`src/rtl/imem_loader_pkg.sv`:
```
// Shared types and byte-count constants for the instruction-memory boot loader.
package imem_loader_pkg;

  typedef enum logic [2:0] {
    S_HDR,
    S_DATA,
    S_CSUM,
    S_DONE,
    S_ERR
  } loader_state_t;

  localparam int HDR_BYTES  = 4;
  localparam int WORD_BYTES = 4;

endpackage

```
`src/rtl/imem_loader_byte_packer.sv`:
```
// Big-endian byte packer: three stored bytes plus the incoming byte form the word,
// so the completed word is available combinationally on the edge taking its 4th byte.
module byte_packer
  import imem_loader_pkg::*;
(
  input  logic        clk,
  input  logic        rst_n,
  input  logic        i_clr,
  input  logic        i_en,
  input  logic [7:0]  i_byte,
  output logic [31:0] o_word,
  output logic        o_word_valid
);

  logic [23:0] r_sr;
  logic [1:0]  r_cnt;

  assign o_word       = {r_sr, i_byte};
  assign o_word_valid = i_en && (r_cnt == 2'(WORD_BYTES - 1));

  always_ff @(posedge clk or negedge rst_n) begin
    if (!rst_n) begin
      r_sr  <= '0;
      r_cnt <= '0;
    end else if (i_clr) begin
      r_sr  <= '0;
      r_cnt <= '0;
    end else if (i_en) begin
      r_sr  <= {r_sr[15:0], i_byte};
      r_cnt <= r_cnt + 2'd1;
    end
  end

endmodule

```
`src/rtl/imem_loader.sv`:
```
// Boot loader: parses count/payload/checksum byte stream, writes instruction RAM,
// and releases the core from reset only after a verified image.
module imem_loader
  import imem_loader_pkg::*;
#(
  parameter int DATA_WIDTH = 32,
  parameter int ADDR_WIDTH = 8
) (
  input  logic                  CLK,
  input  logic                  RST_N,
  input  logic [7:0]            IN_DATA,
  input  logic                  IN_VALID,
  output logic                  IN_READY,
  input  logic                  START,
  output logic                  MEM_WE,
  output logic [ADDR_WIDTH-1:0] MEM_A,
  output logic [DATA_WIDTH-1:0] MEM_WD,
  output logic                  CPU_RST,
  output logic                  DONE,
  output logic                  ERR
);

  localparam logic [32:0] MAX_WORDS = 33'(1) << ADDR_WIDTH;

  loader_state_t         r_state, w_state_nxt;
  logic [31:0]           r_count;
  logic [ADDR_WIDTH:0]   r_idx;
  logic [7:0]            r_xor;
  logic                  r_we;
  logic [ADDR_WIDTH-1:0] r_a;
  logic [DATA_WIDTH-1:0] r_wd;

  logic                  w_xfer, w_clr, w_pk_en, w_word_valid, w_last_word;
  logic [31:0]           w_word;
  logic [ADDR_WIDTH:0]   w_idx_nxt;

  assign IN_READY = (r_state == S_HDR) || (r_state == S_DATA) || (r_state == S_CSUM);
  assign DONE     = (r_state == S_DONE);
  assign ERR      = (r_state == S_ERR);
  assign CPU_RST  = (r_state != S_DONE);
  assign MEM_WE   = r_we;
  assign MEM_A    = r_a;
  assign MEM_WD   = r_wd;

  assign w_xfer      = IN_VALID && IN_READY;
  assign w_clr       = START && (DONE || ERR);
  assign w_pk_en     = w_xfer && ((r_state == S_HDR) || (r_state == S_DATA));
  assign w_idx_nxt   = r_idx + (ADDR_WIDTH + 1)'(1);
  assign w_last_word = (32'(w_idx_nxt) == r_count);

  // Header and payload share the packer; its counter wraps to 0 at the HDR->DATA boundary.
  byte_packer u_packer (
    .clk          (CLK),
    .rst_n        (RST_N),
    .i_clr        (w_clr),
    .i_en         (w_pk_en),
    .i_byte       (IN_DATA),
    .o_word       (w_word),
    .o_word_valid (w_word_valid)
  );

  always_ff @(posedge CLK or negedge RST_N) begin
    if (!RST_N) r_state <= S_HDR;
    else        r_state <= w_state_nxt;
  end

  always_comb begin
    w_state_nxt = r_state;
    case (r_state)
      S_HDR: if (w_word_valid) begin
        if ({1'b0, w_word} > MAX_WORDS) w_state_nxt = S_ERR;
        else if (w_word == 32'd0)       w_state_nxt = S_CSUM;
        else                            w_state_nxt = S_DATA;
      end
      S_DATA: if (w_word_valid && w_last_word) w_state_nxt = S_CSUM;
      S_CSUM: if (w_xfer) w_state_nxt = (IN_DATA == r_xor) ? S_DONE : S_ERR;
      S_DONE, S_ERR: if (START) w_state_nxt = S_HDR;
      default: w_state_nxt = S_HDR;
    endcase
  end

  always_ff @(posedge CLK or negedge RST_N) begin
    if (!RST_N) begin
      r_count <= '0;
      r_idx   <= '0;
      r_xor   <= '0;
      r_we    <= 1'b0;
      r_a     <= '0;
      r_wd    <= '0;
    end else begin
      r_we <= 1'b0;
      if (w_clr) begin
        r_count <= '0;
        r_idx   <= '0;
        r_xor   <= '0;
      end else begin
        if (r_state == S_HDR && w_word_valid) r_count <= w_word;
        if (r_state == S_DATA && w_xfer) r_xor <= r_xor ^ IN_DATA;
        if (r_state == S_DATA && w_word_valid) begin
          r_we  <= 1'b1;
          r_a   <= r_idx[ADDR_WIDTH-1:0];
          r_wd  <= w_word;
          r_idx <= w_idx_nxt;
        end
      end
    end
  end

endmodule
```
`config.mk`:
```
export PLATFORM = sky130hd
export DESIGN_NAME = imem_loader
export DESIGN_NICKNAME = d
export VERILOG_FILES = /design/src/rtl/imem_loader_pkg.sv /design/src/rtl/imem_loader_byte_packer.sv /design/src/rtl/imem_loader.sv
export SDC_FILE = /design/constraint.sdc
export NUM_CORES = 1
export LEC_CHECK = 0
export BUFFER_PORTS_ARGS = -buffer_cell sky130_fd_sc_hd__buf_2
export CAP_MARGIN = 20
export CORE_UTILIZATION = 50
export CTS_CLUSTER_SIZE = 40
export DETAILED_ROUTE_END_ITERATION = 8
export MAX_ROUTING_LAYER = met4
export PLACE_DENSITY = 0.7
export SETUP_SLACK_MARGIN = 0.02
export SLEW_MARGIN = 10
export SYNTH_ARGS = -nofsm -noshare
export SYNTH_HDL_FRONTEND = slang
export SYNTH_SLANG_ARGS = --single-unit
```
`constraint.sdc`:
```
create_clock -name CLK -period 2.4 [get_ports CLK]
set_input_delay 0.48 -clock CLK [delete_from_list [all_inputs] [get_ports CLK]]
set_output_delay 0.48 -clock CLK [all_outputs]
set_load 0.01 [all_outputs]
```
==> flow_summary.ini <==
[route]
drtAntennaViolNets = 0
drtPass1Iterations = 5
drt_iter0_drc = 227
vias = 4412
drt-wirelength-per-cell_um = 15.83
viasPerCell = 5.447
drcViolationCount = 0
routed_wl_mm = 12.82

[floorplan]
initial_core_util_pct = 51.76
die_h_um = 105.4
io_pins = 57
die-area_um2 = 11100
rows = 37
coreArea_um2 = 10320
dieWidth_um = 105.4

[setup_path]
arrival_ps = 2580
ff2ff_path_depth = 7
crit_required_ps = 2790
start_kind = register
rrSetupSlack_ps = 200
end_kind = register
crit_type = register to register
cp_max_fo = 8

[global_route]
grt_start_max_net_pins = 47
grt_pass1_wl_mm = 21.88
overflow = 0
grt_pass1_vias = 4409
gr-usage-all-layers_pct = 26.12
antenna_found_initial = 0

[placed_design]
gp_congestion = 0.8837
io_buffers = 56
hpwl_mm = 8.357
placed_area_um2 = 5772
dp.cells = 779

[sta]
fin_skew_ps = 7.817
fmax_mhz = 455.5
slew_headroom_pct = 57.46
holdWs_ps = -12.17
hold_viol_final = 5
rsz0062_at_grt = no
layout_min_cycle_time_ps = 2196
slew_viol_final = 0
tns_ps = 0
worstMarginPinSlew_ps = 638.0
fin_crit_sh_pct = 91.48
setup_viol = 0

[power]
intPower_mw = 4.394
ir_drop_mv = 0.5309
seqPwrFrac_pct = 45.3
power.share.clock_pct = 34.8
p_leak_nw = 3.127
power_density_nw_per_um2 = 1039
combPwrFrac_pct = 19.8
switchingPower_mw = 2.160
swShare_pct = 32.95

[final_layout]
drive_above_1_share_pct = 16.32
final_cell_count_no_fill = 810
fill_cells = 908
fin_nets = 676
diodes = 0
synthToLayoutAreaGrowth_pct = 18.08
stdcell_area_um2 = 6310

[logic_synthesis]
synth_warnings = 0
syn-cell-area_um2 = 5344
yosys.area.top_type = dfrtp_1
yosysSeqAreaShare_pct = 55.72
synth_ff_type = dfrtp_1
async_flop_share_pct = 100.0
synth_area_per_cell_um2 = 8.746
synth_top_cell_area_share_pct = 55.72
ys_ff_latch = 119
syn_inst = 611
synth_cell_type_count = 42
syn-num-nets = 625
synth_edf_count = 0
synthTopCellsByArea = dfrtp_1 56%, nand2_1 18%, a21oi_1 5.8%

[status]
violations = hold timing
status = finished, violations left

[cts]
root_buffer = clkbuf_8
clkTransAtPathRegs_ps = 60
cts_max_level = 4
clk_latency_ps = 510
cts_tree = built
clock_sinks = 119
holdBufCountCts = 0
clock_path_buffers = 2
cts_buffers = 17

[flow_run]
max_cap_violations = 0

[hold_path]
min_path_type = input port to async pin
path summary, 6_finish.rpt:
check	startpoint	endpoint
hold reg to reg	MEM_WD[27]$_DFFE_PN0P_	MEM_WD[27]$_DFFE_PN0P_
max in group asynchronous	RST_N	MEM_WD[10]$_DFFE_PN0P_
setup reg to reg	r_idx[1]$_DFFE_PN0P_	r_state[0]$_DFFE_PN0P_
min in group CLK	IN_DATA[0]	MEM_WD[0]$_DFFE_PN0P_
setup / recovery	r_idx[1]$_DFFE_PN0P_	r_state[0]$_DFFE_PN0P_
hold / removal	RST_N	MEM_WE$_DFF_PN0_
kinds of logic after synthesis:
kind of cell | synth area share (%)
simple gates | 24.77
xor+xnor | 5.057
mux | 0.4214
buf+inv | 3.676
fa+ha+maj | 0.4682
flops | 55.72
compound gates | 9.881
routing by layer:
metal | up-vias | share of wire (%) | global-route usage, %
met5 | - | 0 | -
met4 | 0 | 1.7 | 9.557
met3 | 24 | 5.6 | 5.442
met2 | 152 | 48 | 39.80
met1 | 2136 | 45 | 34.76
li1 | 2100 | - | -
sequential cells by signal, indices dropped and copies added, names as in the netlist:
| register | cells |
|---|---|
| r_idx | 9 |
| MEM_A | 8 |
| MEM_WD | 32 |
| MEM_WE | 1 |
| u_packer.r_sr | 24 |
| r_xor | 8 |
| r_count | 32 |
| u_packer.r_cnt | 2 |
| r_state | 3 |
cells in the final DEF, fill, tap and decap left out, types with 4 or more instances in the layout:
cell,instances
nand2_1,254
xor2_1,11
inv_1,6
nor3_1,5
buf_4,12
xnor2_1,18
o21ai_0,18
dfrtp_1,119
a21oi_1,62
nand3_1,4
nand4_1,4
nor4_1,15
clkinvlp_4,4
buf_2,55
nor2_1,20
clkinv_2,6
clkbuf_16,16
Yosys cell counts (all sizes together) (2+ instances only):
cell type	instances
nor4	16
xor2	12
clkbuf	15
o21ai	18
a21oi	62
nor2	20
a31oi	2
ha	2
or3	2
dfrtp	119
xnor2	18
and3	2
buf	23
nor3b	2
nand2b	3
nand3	6
o31ai	3
nand2	254
mux2	2
nand4	5
and2	2
nor3	5
inv	6
power groups by stage:
stage / Sequential (mW) / Clock [mW] / Combinational, mW
final: 2.97 / 2.28 / 1.30
after global routing: 3.02 / 2.40 / 1.48
after CTS: 2.95 / 2.32 / 1.31
after detailed placement: 2.98 / 0 / 1.29
after global placement: 2.96 / 0 / 1.24
after floorplan: 2.78 / 0 / 0.986
repair_timing:
action                                  CTS  global route
gates resized for setup                   0             1
endpoints found under the setup margin    0             2
setup buffers                             0             0
critical path: stages (launching register included):
cell,delay (ps)
dfrtp_1,470
ha_2,310
nand3_1,150
nor2_1,240
xnor2_1,130
nor4_2,280
a31oi_2,160
mux2_1,340
cell type report:
cell class              count  area, um^2  area share, %
clock buffers              18       427.9          6.782
multi-input cells         448        2178          34.52
inverters                   6       22.52         0.3569
repair buffers             70       425.4          6.742
clock inverters            13       107.6          1.705
flip-flops and latches    119        2978          47.19
well taps                 136       170.2          2.697
metrics by stage:
stage                     total power [mW]  utilization, %  setup slack, ps  hold WS, ps
after CTS                            6.577           61.10            131.7        2.496
after global placement               4.198           55.91            261.0        455.5
after global routing                 6.909           61.12            36.16        22.53
after detailed placement             4.267           55.91            167.7        457.7
after floorplan                      3.766               -            350.5        184.4
final                                6.554           61.12            204.5       -12.17
Power figures use the tool's default switching activity.
